## src/rtl/amm_arb_pkg.sv

```systemverilog
// Shared types for the two-port Avalon-MM arbiter: FSM state encoding,
// read-ID FIFO entry layout and the zero-burst normalisation helper.
package amm_arb_pkg;

  localparam int BURST_W_MAX = 16;

  typedef enum logic [1:0] {
    IDLE     = 2'd0,
    CMD      = 2'd1,
    WR_BURST = 2'd2
  } arb_state_t;

  typedef struct packed {
    logic                   id;
    logic [BURST_W_MAX-1:0] burstcount;
  } rd_entry_t;

  // A burstcount of 0 is illegal on Avalon-MM; it is handled as a single beat.
  function automatic logic [BURST_W_MAX-1:0] eff_burst(input logic [BURST_W_MAX-1:0] bc);
    return (bc == '0) ? BURST_W_MAX'(1) : bc;
  endfunction

endpackage

```

## src/rtl/amm_if.sv

```systemverilog
// Avalon-MM pipelined/burst bus bundle; master drives commands, slave
// returns waitrequest and read data.
interface amm_if #(
  parameter int ADDR_W  = 4,
  parameter int DATA_W  = 32,
  parameter int BURST_W = 11
) ();
  logic [ADDR_W-1:0]   address;
  logic                read;
  logic                write;
  logic [DATA_W-1:0]   writedata;
  logic [DATA_W/8-1:0] byteenable;
  logic [BURST_W-1:0]  burstcount;
  logic                waitrequest;
  logic [DATA_W-1:0]   readdata;
  logic                readdatavalid;

  modport master (
    output address, read, write, writedata, byteenable, burstcount,
    input  waitrequest, readdata, readdatavalid
  );

  modport slave (
    input  address, read, write, writedata, byteenable, burstcount,
    output waitrequest, readdata, readdatavalid
  );
endinterface

```

## src/rtl/amm_arb_rd_fifo.sv

```systemverilog
// Synchronous FIFO of outstanding read commands {id, burstcount}; push and
// pop may occur in the same cycle. DEPTH must be a power of two, >= 2.
module amm_arb_rd_fifo
  import amm_arb_pkg::*;
#(
  parameter int DEPTH = 4
) (
  input  logic      clk,
  input  logic      rst,
  input  logic      i_push,
  input  rd_entry_t i_data,
  input  logic      i_pop,
  output rd_entry_t o_data,
  output logic      o_full,
  output logic      o_empty
);
  localparam int PTR_W = $clog2(DEPTH);

  logic [PTR_W:0] r_wr_ptr;
  logic [PTR_W:0] r_rd_ptr;
  rd_entry_t      r_mem [DEPTH];

  assign o_empty = (r_wr_ptr == r_rd_ptr);
  assign o_full  = (r_wr_ptr[PTR_W] != r_rd_ptr[PTR_W]) &&
                   (r_wr_ptr[PTR_W-1:0] == r_rd_ptr[PTR_W-1:0]);
  assign o_data  = r_mem[r_rd_ptr[PTR_W-1:0]];

  always_ff @(posedge clk) begin
    if (rst) begin
      r_wr_ptr <= '0;
      r_rd_ptr <= '0;
    end else begin
      if (i_push && !o_full) begin
        r_mem[r_wr_ptr[PTR_W-1:0]] <= i_data;
        r_wr_ptr <= r_wr_ptr + (PTR_W+1)'(1);
      end
      if (i_pop && !o_empty) begin
        r_rd_ptr <= r_rd_ptr + (PTR_W+1)'(1);
      end
    end
  end

endmodule

```

## src/rtl/amm_arbiter.sv

```systemverilog
// Two-requester Avalon-MM arbiter with burst hold and in-order read routing.
// Define AMM_ARBITER_FIXED_PRIO_EN for fixed priority (port 0 wins ties).
//
// state    | meaning
// IDLE     | no grant; arbitrate pending requests
// CMD      | granted port connected; waiting for its command to be accepted
// WR_BURST | remaining beats of a write burst; grant held
module amm_arbiter
  import amm_arb_pkg::*;
#(
  parameter int ADDR_W        = 4,
  parameter int DATA_W        = 32,
  parameter int BURST_W       = 11,
  parameter int RD_FIFO_DEPTH = 4
) (
  input  logic   clk,
  input  logic   rst,
  amm_if.slave   m0_if,
  amm_if.slave   m1_if,
  amm_if.master  mem_if
);
  arb_state_t             r_state;
  logic                   r_grant_id;
  logic [BURST_W_MAX-1:0] r_beat_cnt;
  logic [BURST_W_MAX-1:0] r_head_cnt;
  logic                   r_head_loaded;

  logic                   w_req0, w_req1, w_pick, w_active;
  logic                   w_g_read, w_g_write, w_g_wait;
  logic [BURST_W-1:0]     w_g_bc;
  logic [BURST_W_MAX-1:0] w_g_bc_eff, w_head_rem;
  logic                   w_fifo_full, w_fifo_empty;
  logic                   w_rd_acc, w_wr_acc, w_rsp_ok, w_pop;
  rd_entry_t              w_push_data, w_head;

  assign w_req0 = m0_if.read | m0_if.write;
  assign w_req1 = m1_if.read | m1_if.write;

`ifdef AMM_ARBITER_FIXED_PRIO_EN
  assign w_pick = ~w_req0;
`else
  logic r_last_id;
  assign w_pick = (w_req0 && w_req1) ? ~r_last_id : w_req1;
`endif

  assign w_active   = (r_state != IDLE);
  assign w_g_read   = r_grant_id ? m1_if.read       : m0_if.read;
  assign w_g_write  = r_grant_id ? m1_if.write      : m0_if.write;
  assign w_g_bc     = r_grant_id ? m1_if.burstcount : m0_if.burstcount;
  assign w_g_bc_eff = eff_burst(BURST_W_MAX'(w_g_bc));

  assign mem_if.address    = r_grant_id ? m1_if.address    : m0_if.address;
  assign mem_if.writedata  = r_grant_id ? m1_if.writedata  : m0_if.writedata;
  assign mem_if.byteenable = r_grant_id ? m1_if.byteenable : m0_if.byteenable;
  assign mem_if.burstcount = w_g_bc;
  assign mem_if.read       = w_active & w_g_read & ~w_fifo_full;
  assign mem_if.write      = w_active & w_g_write;

  // A read stalls on a full ID FIFO so its response can never be misrouted.
  assign w_g_wait = ~w_active | mem_if.waitrequest | (w_g_read & w_fifo_full);
  assign m0_if.waitrequest = r_grant_id ? 1'b1 : w_g_wait;
  assign m1_if.waitrequest = r_grant_id ? w_g_wait : 1'b1;

  assign w_rd_acc = (r_state == CMD) & mem_if.read & ~mem_if.waitrequest;
  assign w_wr_acc = w_active & mem_if.write & ~mem_if.waitrequest;

  assign w_push_data = '{id: r_grant_id, burstcount: w_g_bc_eff};

  amm_arb_rd_fifo #(.DEPTH(RD_FIFO_DEPTH)) u_rd_fifo (
    .clk     (clk),
    .rst     (rst),
    .i_push  (w_rd_acc),
    .i_data  (w_push_data),
    .i_pop   (w_pop),
    .o_data  (w_head),
    .o_full  (w_fifo_full),
    .o_empty (w_fifo_empty)
  );

  assign w_head_rem = r_head_loaded ? r_head_cnt : w_head.burstcount;
  assign w_rsp_ok   = mem_if.readdatavalid & ~w_fifo_empty;
  assign w_pop      = w_rsp_ok & (w_head_rem == BURST_W_MAX'(1));

  assign m0_if.readdata      = mem_if.readdata;
  assign m1_if.readdata      = mem_if.readdata;
  assign m0_if.readdatavalid = w_rsp_ok & (w_head.id == 1'b0);
  assign m1_if.readdatavalid = w_rsp_ok & (w_head.id == 1'b1);

  always_ff @(posedge clk) begin
    if (rst) begin
      r_state       <= IDLE;
      r_grant_id    <= 1'b0;
      r_beat_cnt    <= '0;
      r_head_cnt    <= '0;
      r_head_loaded <= 1'b0;
`ifndef AMM_ARBITER_FIXED_PRIO_EN
      r_last_id     <= 1'b1;
`endif
    end else begin
      case (r_state)
        IDLE: begin
          if (w_req0 || w_req1) begin
            r_grant_id <= w_pick;
`ifndef AMM_ARBITER_FIXED_PRIO_EN
            r_last_id  <= w_pick;
`endif
            r_state    <= CMD;
          end
        end
        CMD: begin
          if (w_rd_acc) begin
            r_state <= IDLE;
          end else if (w_wr_acc) begin
            if (w_g_bc_eff == BURST_W_MAX'(1)) begin
              r_state <= IDLE;
            end else begin
              r_beat_cnt <= w_g_bc_eff - BURST_W_MAX'(1);
              r_state    <= WR_BURST;
            end
          end
        end
        WR_BURST: begin
          if (w_wr_acc) begin
            r_beat_cnt <= r_beat_cnt - BURST_W_MAX'(1);
            if (r_beat_cnt <= BURST_W_MAX'(1)) begin
              r_beat_cnt <= '0;
              r_state    <= IDLE;
            end
          end
        end
        default: r_state <= IDLE;
      endcase

      if (w_rsp_ok) begin
        if (w_pop) begin
          r_head_loaded <= 1'b0;
          r_head_cnt    <= '0;
        end else begin
          r_head_loaded <= 1'b1;
          r_head_cnt    <= w_head_rem - BURST_W_MAX'(1);
        end
      end
    end
  end

endmodule
```

## src/flat_wrapper.sv

```systemverilog
// flat-port wrapper written by rule: the top's interface ports become plain ports
module amm_arbiter_flat import amm_arb_pkg::*;
#(
  parameter int ADDR_W        = 4,
  parameter int DATA_W        = 32,
  parameter int BURST_W       = 11,
  parameter int RD_FIFO_DEPTH = 4
)
  (clk, rst, m0_if_address, m0_if_read, m0_if_write, m0_if_writedata, m0_if_byteenable, m0_if_burstcount, m0_if_waitrequest, m0_if_readdata, m0_if_readdatavalid, m1_if_address, m1_if_read, m1_if_write, m1_if_writedata, m1_if_byteenable, m1_if_burstcount, m1_if_waitrequest, m1_if_readdata, m1_if_readdatavalid, mem_if_address, mem_if_read, mem_if_write, mem_if_writedata, mem_if_byteenable, mem_if_burstcount, mem_if_waitrequest, mem_if_readdata, mem_if_readdatavalid);
  amm_if #(.ADDR_W(ADDR_W), .DATA_W(DATA_W), .BURST_W(BURST_W)) m0_if_i ();
  amm_if #(.ADDR_W(ADDR_W), .DATA_W(DATA_W), .BURST_W(BURST_W)) m1_if_i ();
  amm_if #(.ADDR_W(ADDR_W), .DATA_W(DATA_W), .BURST_W(BURST_W)) mem_if_i ();
  input  logic clk;
  input  logic rst;
  input wire logic [$bits(m0_if_i.address)-1:0] m0_if_address;
  input wire logic [$bits(m0_if_i.read)-1:0] m0_if_read;
  input wire logic [$bits(m0_if_i.write)-1:0] m0_if_write;
  input wire logic [$bits(m0_if_i.writedata)-1:0] m0_if_writedata;
  input wire logic [$bits(m0_if_i.byteenable)-1:0] m0_if_byteenable;
  input wire logic [$bits(m0_if_i.burstcount)-1:0] m0_if_burstcount;
  output wire logic [$bits(m0_if_i.waitrequest)-1:0] m0_if_waitrequest;
  output wire logic [$bits(m0_if_i.readdata)-1:0] m0_if_readdata;
  output wire logic [$bits(m0_if_i.readdatavalid)-1:0] m0_if_readdatavalid;
  input wire logic [$bits(m1_if_i.address)-1:0] m1_if_address;
  input wire logic [$bits(m1_if_i.read)-1:0] m1_if_read;
  input wire logic [$bits(m1_if_i.write)-1:0] m1_if_write;
  input wire logic [$bits(m1_if_i.writedata)-1:0] m1_if_writedata;
  input wire logic [$bits(m1_if_i.byteenable)-1:0] m1_if_byteenable;
  input wire logic [$bits(m1_if_i.burstcount)-1:0] m1_if_burstcount;
  output wire logic [$bits(m1_if_i.waitrequest)-1:0] m1_if_waitrequest;
  output wire logic [$bits(m1_if_i.readdata)-1:0] m1_if_readdata;
  output wire logic [$bits(m1_if_i.readdatavalid)-1:0] m1_if_readdatavalid;
  output wire logic [$bits(mem_if_i.address)-1:0] mem_if_address;
  output wire logic [$bits(mem_if_i.read)-1:0] mem_if_read;
  output wire logic [$bits(mem_if_i.write)-1:0] mem_if_write;
  output wire logic [$bits(mem_if_i.writedata)-1:0] mem_if_writedata;
  output wire logic [$bits(mem_if_i.byteenable)-1:0] mem_if_byteenable;
  output wire logic [$bits(mem_if_i.burstcount)-1:0] mem_if_burstcount;
  input wire logic [$bits(mem_if_i.waitrequest)-1:0] mem_if_waitrequest;
  input wire logic [$bits(mem_if_i.readdata)-1:0] mem_if_readdata;
  input wire logic [$bits(mem_if_i.readdatavalid)-1:0] mem_if_readdatavalid;
  assign m0_if_i.address = m0_if_address;
  assign m0_if_i.read = m0_if_read;
  assign m0_if_i.write = m0_if_write;
  assign m0_if_i.writedata = m0_if_writedata;
  assign m0_if_i.byteenable = m0_if_byteenable;
  assign m0_if_i.burstcount = m0_if_burstcount;
  assign m0_if_waitrequest = m0_if_i.waitrequest;
  assign m0_if_readdata = m0_if_i.readdata;
  assign m0_if_readdatavalid = m0_if_i.readdatavalid;
  assign m1_if_i.address = m1_if_address;
  assign m1_if_i.read = m1_if_read;
  assign m1_if_i.write = m1_if_write;
  assign m1_if_i.writedata = m1_if_writedata;
  assign m1_if_i.byteenable = m1_if_byteenable;
  assign m1_if_i.burstcount = m1_if_burstcount;
  assign m1_if_waitrequest = m1_if_i.waitrequest;
  assign m1_if_readdata = m1_if_i.readdata;
  assign m1_if_readdatavalid = m1_if_i.readdatavalid;
  assign mem_if_address = mem_if_i.address;
  assign mem_if_read = mem_if_i.read;
  assign mem_if_write = mem_if_i.write;
  assign mem_if_writedata = mem_if_i.writedata;
  assign mem_if_byteenable = mem_if_i.byteenable;
  assign mem_if_burstcount = mem_if_i.burstcount;
  assign mem_if_i.waitrequest = mem_if_waitrequest;
  assign mem_if_i.readdata = mem_if_readdata;
  assign mem_if_i.readdatavalid = mem_if_readdatavalid;
  amm_arbiter #(.ADDR_W(ADDR_W), .DATA_W(DATA_W), .BURST_W(BURST_W), .RD_FIFO_DEPTH(RD_FIFO_DEPTH)) u_core (.clk(clk), .rst(rst), .m0_if(m0_if_i), .m1_if(m1_if_i), .mem_if(mem_if_i));
endmodule
```

## config.mk

```make
export PLATFORM = sky130hd
export DESIGN_NAME = amm_arbiter_flat
export DESIGN_NICKNAME = d
export VERILOG_FILES = /design/src/rtl/amm_arb_pkg.sv /design/src/rtl/amm_if.sv /design/src/rtl/amm_arb_rd_fifo.sv /design/src/rtl/amm_arbiter.sv /design/src/flat_wrapper.sv
export SDC_FILE = /design/constraint.sdc
export NUM_CORES = 1
export LEC_CHECK = 0
export CORE_UTILIZATION = 35
export CTS_BUF_LIST = sky130_fd_sc_hd__clkbuf_2
export DETAILED_ROUTE_END_ITERATION = 12
export HOLD_SLACK_MARGIN = 0.05
export PLACE_DENSITY = 0.68
export SLEW_MARGIN = 20
export SYNTH_ARGS = -nofsm -noshare
export SYNTH_HDL_FRONTEND = slang
export SYNTH_SLANG_ARGS = --single-unit
```

## constraint.sdc

```tcl
create_clock -name clk -period 2.8 [get_ports clk]
set_clock_uncertainty 0.15 [all_clocks]
set_input_delay 0.56 -clock clk [delete_from_list [all_inputs] [get_ports clk]]
set_output_delay 0.56 -clock clk [all_outputs]
set_load 0.005 [all_outputs]
```

==> flow_summary.json <==
{
  "r2r_slack_ns": -0.12,
  "grt_max_degree": 29,
  "post-route-min-period_ns": 2.92,
  "clockBufferDepth": 2,
  "hold_buffers": 0,
  "async_flop_share_pct": 0,
  "maxSlewHeadroom_pct": 43.4,
  "ys_ff_latch": 93,
  "cts_root_buffer": "clkbuf_2",
  "cp.required_ns": 3.16,
  "violations": "negative setup slack",
  "start_kind": "flip-flop",
  "max_stage_delay_ns": 0.47,
  "nets": 941,
  "routed_wirelength_um": 16300,
  "arrival_ns": 3.28,
  "syn2layout_area_growth_pct": 39.9,
  "fp.coreArea_mm2": 0.0172,
  "cpLargestDelayFamily": "buffers and inverters",
  "crit_type": "flip-flop to flip-flop",
  "layout_setup_ws_ns": -0.123,
  "grt_pass1_vias": 4838,
  "status": "finished, violations left",
  "io_buffers": 166,
  "placed_cell_area_mm2": 0.00801,
  "hold_viol": 0,
  "min_path_type": "flip-flop to flip-flop",
  "yosys_warnings": 0,
  "synth_edf_count": 48,
  "synthDistinctLibCells": 76,
  "boundaryPins": 263,
  "seqCellArea_mm2": 0.00237,
  "powerDensity_mw_per_mm2": 373,
  "drt_first_pass_iters": 4,
  "grtUsageTotal_pct": 17.7,
  "diodes": 0,
  "crit_path_frequent_cell": "buf_6",
  "avgSynthCellArea_um2": 10.0,
  "vias_per_cell": 5.05,
  "first_iter_violations": 284,
  "die_area_mm2": 0.0182,
  "design_area_mm2": 0.00863,
  "rsz0062_at_grt": "true",
  "p_leak_nw": 3.17,
  "netlist_instances": 615,
  "tritoncts": "built",
  "synthFlopType": "edfxtp_1",
  "gp_congestion": 0.879,
  "final_cell_mix": "clkdlybuf4s50_1 (110), buf_4 (77), mux2_2 (54)",
  "ir_drop_v": 0.000230,
  "antenna_found_initial": 0,
  "syn_area_mm2": 0.00617,
  "die_h_um": 135,
  "clk_pin_slew_ns": 0.26,
  "drive_gt1_share_pct": 28.9,
  "path_buf_inv": 5,
  "num-fill-cells": 1541,
  "grt_pass1_wl_um": 24900,
  "rows": 48,
  "clock-sinks": 93,
  "num_vias": 5141,
  "fmax_mhz": 342,
  "detail-route-antenna-nets": 0,
  "die_width_um": 135,
  "post_drt_wl_per_cell_um": 16.0,
  "cap_violations": 0,
  "worst-slew-pin-transition_ns": 0.847,
  "syn-num-nets": 768,
  "fin_cells": 1018,
  "dp.cells": 969,
  "finalCritPeriodShare_pct": 104,
  "worstPathCellList": "buf_6, buf_6, mux2_4, or3_4, nor4_4, a21oi_2, inv_2, ha_4, a311oi_4, buf_4, clkbuf_16, a22oi_2, nor2_1",
  "slew_violations": 0,
  "drc": 0,
  "hold_ws_ns": 0.332,
  "start_util_pct": 35.8,
  "htree_levels": 3,
  "multi_input_area_mm2": 0.00333,
  "worst_path_max_delay_cell": "dfxtp_4",
  "dp_hpwl_um": 11800,
  "end_kind": "flip-flop",
  "final_common_cell": "clkdlybuf4s50_1",
  "clk_latency_ns": 0.58,
  "cts_inserted_buffers": 9,
  "gr-total-overflow": 0,
  "yosysSeqAreaShare_pct": 37.9,
  "path_max_fanout": 7,
  "pre_cts_slack_ns": -0.363,
  "finalSetupViolations": 10
}
-- cell families (layout without fill, tap and decap cells) --
family | Yosys count | in the layout | synth area share (%)
buf+inv | 113 | 291 | 11.7
simple gates | 169 | 169 | 14.3
mux | 89 | 89 | 16.9
compound gates | 118 | 118 | 13.8
xor+xnor | 22 | 22 | 3.12
flops | 93 | 93 | 37.9
fa+ha+maj | 11 | 11 | 2.23
-- where the power goes --
part           internal [mW]  switching, mW
Combinational          0.585          0.442
Sequential              1.47         0.0331
Clock                  0.211          0.479
Total                   2.26          0.955
-- worst paths after layout --
check                                         start                                 to  depth (start not counted)
hold reg to reg   u_core.r_head_cnt[8]$_SDFFE_PP0P_  u_core.r_head_cnt[8]$_SDFFE_PP0P_                          2
setup / recovery     u_core.r_grant_id$_SDFFE_PP0P_  u_core.r_beat_cnt[4]$_SDFFE_PP0P_                         13
hold / removal    u_core.r_head_cnt[8]$_SDFFE_PP0P_  u_core.r_head_cnt[8]$_SDFFE_PP0P_                          2
setup reg to reg     u_core.r_grant_id$_SDFFE_PP0P_  u_core.r_beat_cnt[4]$_SDFFE_PP0P_                         13
-- cell type report --
type	instances	area share, %
well taps	225	3.26
flip-flops and latches	93	27.4
clock inverters	7	0.855
inverters	17	0.797
multi-input cells	409	38.5
clock buffers	9	0.522
repair buffers	258	28.6
-- cell usage after synthesis (8+ instances only) --
| master | count | area (um^2) |
|---|---|---|
| xor2_1 | 8 | 70.1 |
| mux2_2 | 57 | 642 |
| buf_4 | 68 | 510 |
| clkbuf_1 | 16 | 60.1 |
| nor4_1 | 10 | 62.6 |
| dfxtp_1 | 45 | 901 |
| mux2i_1 | 23 | 230 |
| a21oi_1 | 26 | 130 |
| nand2_1 | 36 | 135 |
| edfxtp_1 | 48 | 1440 |
| inv_1 | 15 | 56.3 |
| o21ai_0 | 24 | 120 |
| nand3_1 | 8 | 40.0 |
| ha_1 | 11 | 138 |
| a22oi_1 | 10 | 75.1 |
| nor2_1 | 46 | 173 |
| xnor2_1 | 14 | 123 |
| nor3_1 | 25 | 125 |
-- tightest hold or removal path, stage by stage, from the launching register on --
cell and delay, ns:
dfxtp_1 0.38, nand2_1 0.05, o41ai_1 0.05
-- per-stage QoR --
step,power [mW],utilization [%],setup TNS [ns]
after floorplan,2.07,-,-0.00506
after CTS,3.18,48.6,-0.673
after global placement,2.48,46.5,-4.39
final,3.22,50.1,-0.579
after detailed placement,2.49,46.5,-4.85
after global routing,3.37,50.1,-2.54
-- metal layers --
metal / vias up / part of all wire, % / routed length [um] / track usage, %
met3: 26 / 6.0 / 975 / 3.64
met1: 2415 / 43 / 7040 / 22.3
li1: 2546 / - / - / -
met5: - / 0 / 0 / 0
met4: 0 / 1.9 / 306 / 6.24
met2: 154 / 49 / 7990 / 29.8
-- state kept, by name, indices dropped and copies added, names as in the netlist, named ones only --
signal,count
u_core.r_head_loaded,1
u_core.r_last_id,1
u_core.u_rd_fifo.r_rd_ptr,3
u_core.r_head_cnt,16
u_core.u_rd_fifo.r_wr_ptr,3
u_core.r_grant_id,1
u_core.u_rd_fifo.r_mem,48
u_core.r_state,2
u_core.r_beat_cnt,16
-- repair_timing --
item	CTS	global route
gates cloned	0	3
setup buffers	22	9
endpoints found under the setup margin	56	39
resized for setup	86	31
pin swaps	13	12
No activity file was read; power rests on OpenSTA's default activity.
==> RTL edit: new RTL, same flow settings <==
`RD_FIFO_DEPTH` is set to 4 in 2 places; all go to 16.
--- a/src/rtl/amm_arbiter.sv
+++ b/src/rtl/amm_arbiter.sv
@@ -12,5 +12,5 @@
   parameter int DATA_W        = 32,
   parameter int BURST_W       = 11,
-  parameter int RD_FIFO_DEPTH = 4
+  parameter int RD_FIFO_DEPTH = 16
 ) (
   input  logic   clk,
--- a/src/flat_wrapper.sv
+++ b/src/flat_wrapper.sv
@@ -5,5 +5,5 @@
   parameter int DATA_W        = 32,
   parameter int BURST_W       = 11,
-  parameter int RD_FIFO_DEPTH = 4
+  parameter int RD_FIFO_DEPTH = 16
 )
   (clk, rst, m0_if_address, m0_if_read, m0_if_write, m0_if_writedata, m0_if_byteenable, m0_if_burstcount, m0_if_waitrequest, m0_if_readdata, m0_if_readdatavalid, m1_if_address, m1_if_read, m1_if_write, m1_if_writedata, m1_if_byteenable, m1_if_burstcount, m1_if_waitrequest, m1_if_readdata, m1_if_readdatavalid, mem_if_address, mem_if_read, mem_if_write, mem_if_writedata, mem_if_byteenable, mem_if_burstcount, mem_if_waitrequest, mem_if_readdata, mem_if_readdatavalid);
Check against the original RTL: no difference found for any inputs over 4 cycles, from zero or initial values and one cycle with rst high; that may be too few to reach the edited logic, so the function may still have changed.
==> RTL edit against the unedited design <==
  * The flow still finishes with violations (negative setup slack)
  * Sequential cell count increased by 150
  * Worst setup slack worse by 0.48 ns
  * Die area rose by 91%
  * Total power rose by 130%
  * Largest cell class is now flip-flops and latches
  * Critical path type is now flip-flop to output pin
  * Non-clock buffer count is 152 higher
  * Critical path depth is 8 lower
  * Wire length is 110% higher
  * Area after synthesis is 92% higher
  * Sequential share of layout area rose by 13 points
  * Design area up 96%
  * First-iteration DRC count rose by 82%
==> RTL edit: results (changes against the unedited design) <==
----------------------------------------------------
[Synth]
  Register area share after synthesis ... 57.1% (+19 points)
  Number of enable-type register cells in the synthesized netlist ... 192 (+300%)
  Top cells by count, synth ... sky130_fd_sc_hd__edfxtp_1 (192), sky130_fd_sc_hd__nor2_1 (74), sky130_fd_sc_hd__buf_4 (68)
  Leading cell types by total area after synthesis ... sky130_fd_sc_hd__edfxtp_1 (49%), sky130_fd_sc_hd__dfxtp_1 (8.6%), sky130_fd_sc_hd__mux2_2 (6.1%)

[Route]
  Routed WL per cell ... 19.4 um (+21%)
  Number of vias in the routed layout ... 9001 (+75%)
  Pre-Repair DR Iteration Count ... 5 (+1)

[STA]
  Worst hold slack ... 0.305 ns (-0.0272 ns)
  Transition time of the tightest slew-check pin ... 0.725 ns (-0.122 ns)
  Final setup violation count ... 94 (+84)
  Min setup slack post-route ... -0.606 ns (-0.482 ns)

[Worst hold path]
  HP Start ... u_core.r_head_cnt[3]

[Clock network]
  Buffers from clock root to sink, at most ... 3 (+1)
  Number of levels the H-tree was split into ... 2 (-1)
  Register clock-pin slew on the reported worst setup and hold paths ... 0.10 ns (-0.16 ns)
  CTS Buf Count ... 59 (+50)

[Placed design]
  Detail Placement HPWL ... 22300 um (+89%)
  Final Wtd Congestion ... 0.867 (-1.3%)
  Number of placed instances, taps included ... 1557 (+61%)

[Outcome]
  Result of the run ... finished, violations left
  Violations in the final reports ... negative setup slack

[Global route]
  Vias in the first global route ... 9156 (+89%)
  First-pass GRT wire length ... 50400 um (+100%)
  Global-route usage over all layers ... 19.2% (+1.6 points)

[Power]
  Net switching fraction of the power ... 25.9% (-3.7 points)

[Final layout]
  NumNets Final ... 1421 (+51%)
  Fraction of layout instances using a drive strength above 1 ... 45.3% (+16 points)
  Flip-flop count of the largest register, all copies and words added ... 192 (+300%)

[Critical path]
  CP Max Fanout ... 6 (-1)

----------------------------------------------------
RTL edit: kinds of logic after synthesis:
logic type	after synthesis	synth area share, %
muxes	135	16.1
buffers and inverters	127	6.63
adders and majority gates	11	1.16
AOI/OAI and AO/OA	147	8.30
and+or+nand+nor	219	9.01
xor gates and xnor gates	23	1.70
DFF	243	57.1
RTL edit: cell type report:
type | instances | area (sq um)
fillers | 2839 | 16600
flip-flops and latches | 243 | 6810
multi-input cells | 535 | 5000
repair buffers | 410 | 3980
well taps | 448 | 561
clock buffers | 83 | 415
inverters | 19 | 73.8
clock inverters | 11 | 46.3
diodes | 1 | 2.50
RTL edit: power groups by stage:
stage | combinational (W) | sequential (W) | clock, W
finish | 0.00133 | 0.00396 | 0.00212
global route | 0.00141 | 0.00396 | 0.00235
CTS | 0.00120 | 0.00396 | 0.00216
detailed placement | 0.000955 | 0.00405 | 0
global placement | 0.000944 | 0.00405 | 0
floorplan | 0.000501 | 0.00404 | 0
RTL edit: per-layer routing:
| metal | part of all wire, % | vias up | global-route usage (%) |
|---|---|---|---|
| met5 | 0 | - | 0 |
| met4 | 2.1 | 0 | 5.25 |
| met3 | 6.5 | 57 | 3.17 |
| met2 | 53 | 372 | 35.4 |
| met1 | 39 | 4427 | 23.0 |
| li1 | - | 4145 | - |
RTL edit: repair_timing:
action / CTS / global route
cloned: 4 / 1
setup buffers: 75 / 37
pin swaps: 37 / 37
gates resized for setup: 380 / 120
setup endpoints to repair: 91 / 266
RTL edit: how the worst max path moves through the flow:
stage / startpoint / cells after the start / to / slack, ns
floorplan: flip-flop / 15 / flip-flop / -0.31
global placement: m0_if_burstcount[4] / 12 / u_core.r_beat_cnt[15] / -0.61
detailed placement: m0_if_burstcount[4] / 12 / u_core.r_beat_cnt[15] / -0.61
CTS: flip-flop / 5 / m1_if_readdatavalid / -0.63
global route: flip-flop / 5 / m1_if_readdatavalid / -0.66
finish: flip-flop / 5 / m1_if_readdatavalid / -0.61
RTL edit: metrics by stage:
step / utilization, % / cell area (sq um)
6_report: 50.5 / 16900
5_1_grt: 50.5 / 16900
4_1_cts: 48.7 / 16300
3_5_place_dp: 44.2 / 14800
3_3_place_gp: 44.2 / 14800
2_1_floorplan: - / 12200
RTL edit: critical path, cell delays in order (launching register included):
cell                      delay (ns)
sky130_fd_sc_hd__dfxtp_4        0.38
sky130_fd_sc_hd__buf_12         0.12
sky130_fd_sc_hd__mux4_2         0.50
sky130_fd_sc_hd__mux4_2         0.54
sky130_fd_sc_hd__and3_4         0.20
sky130_fd_sc_hd__buf_6          0.11
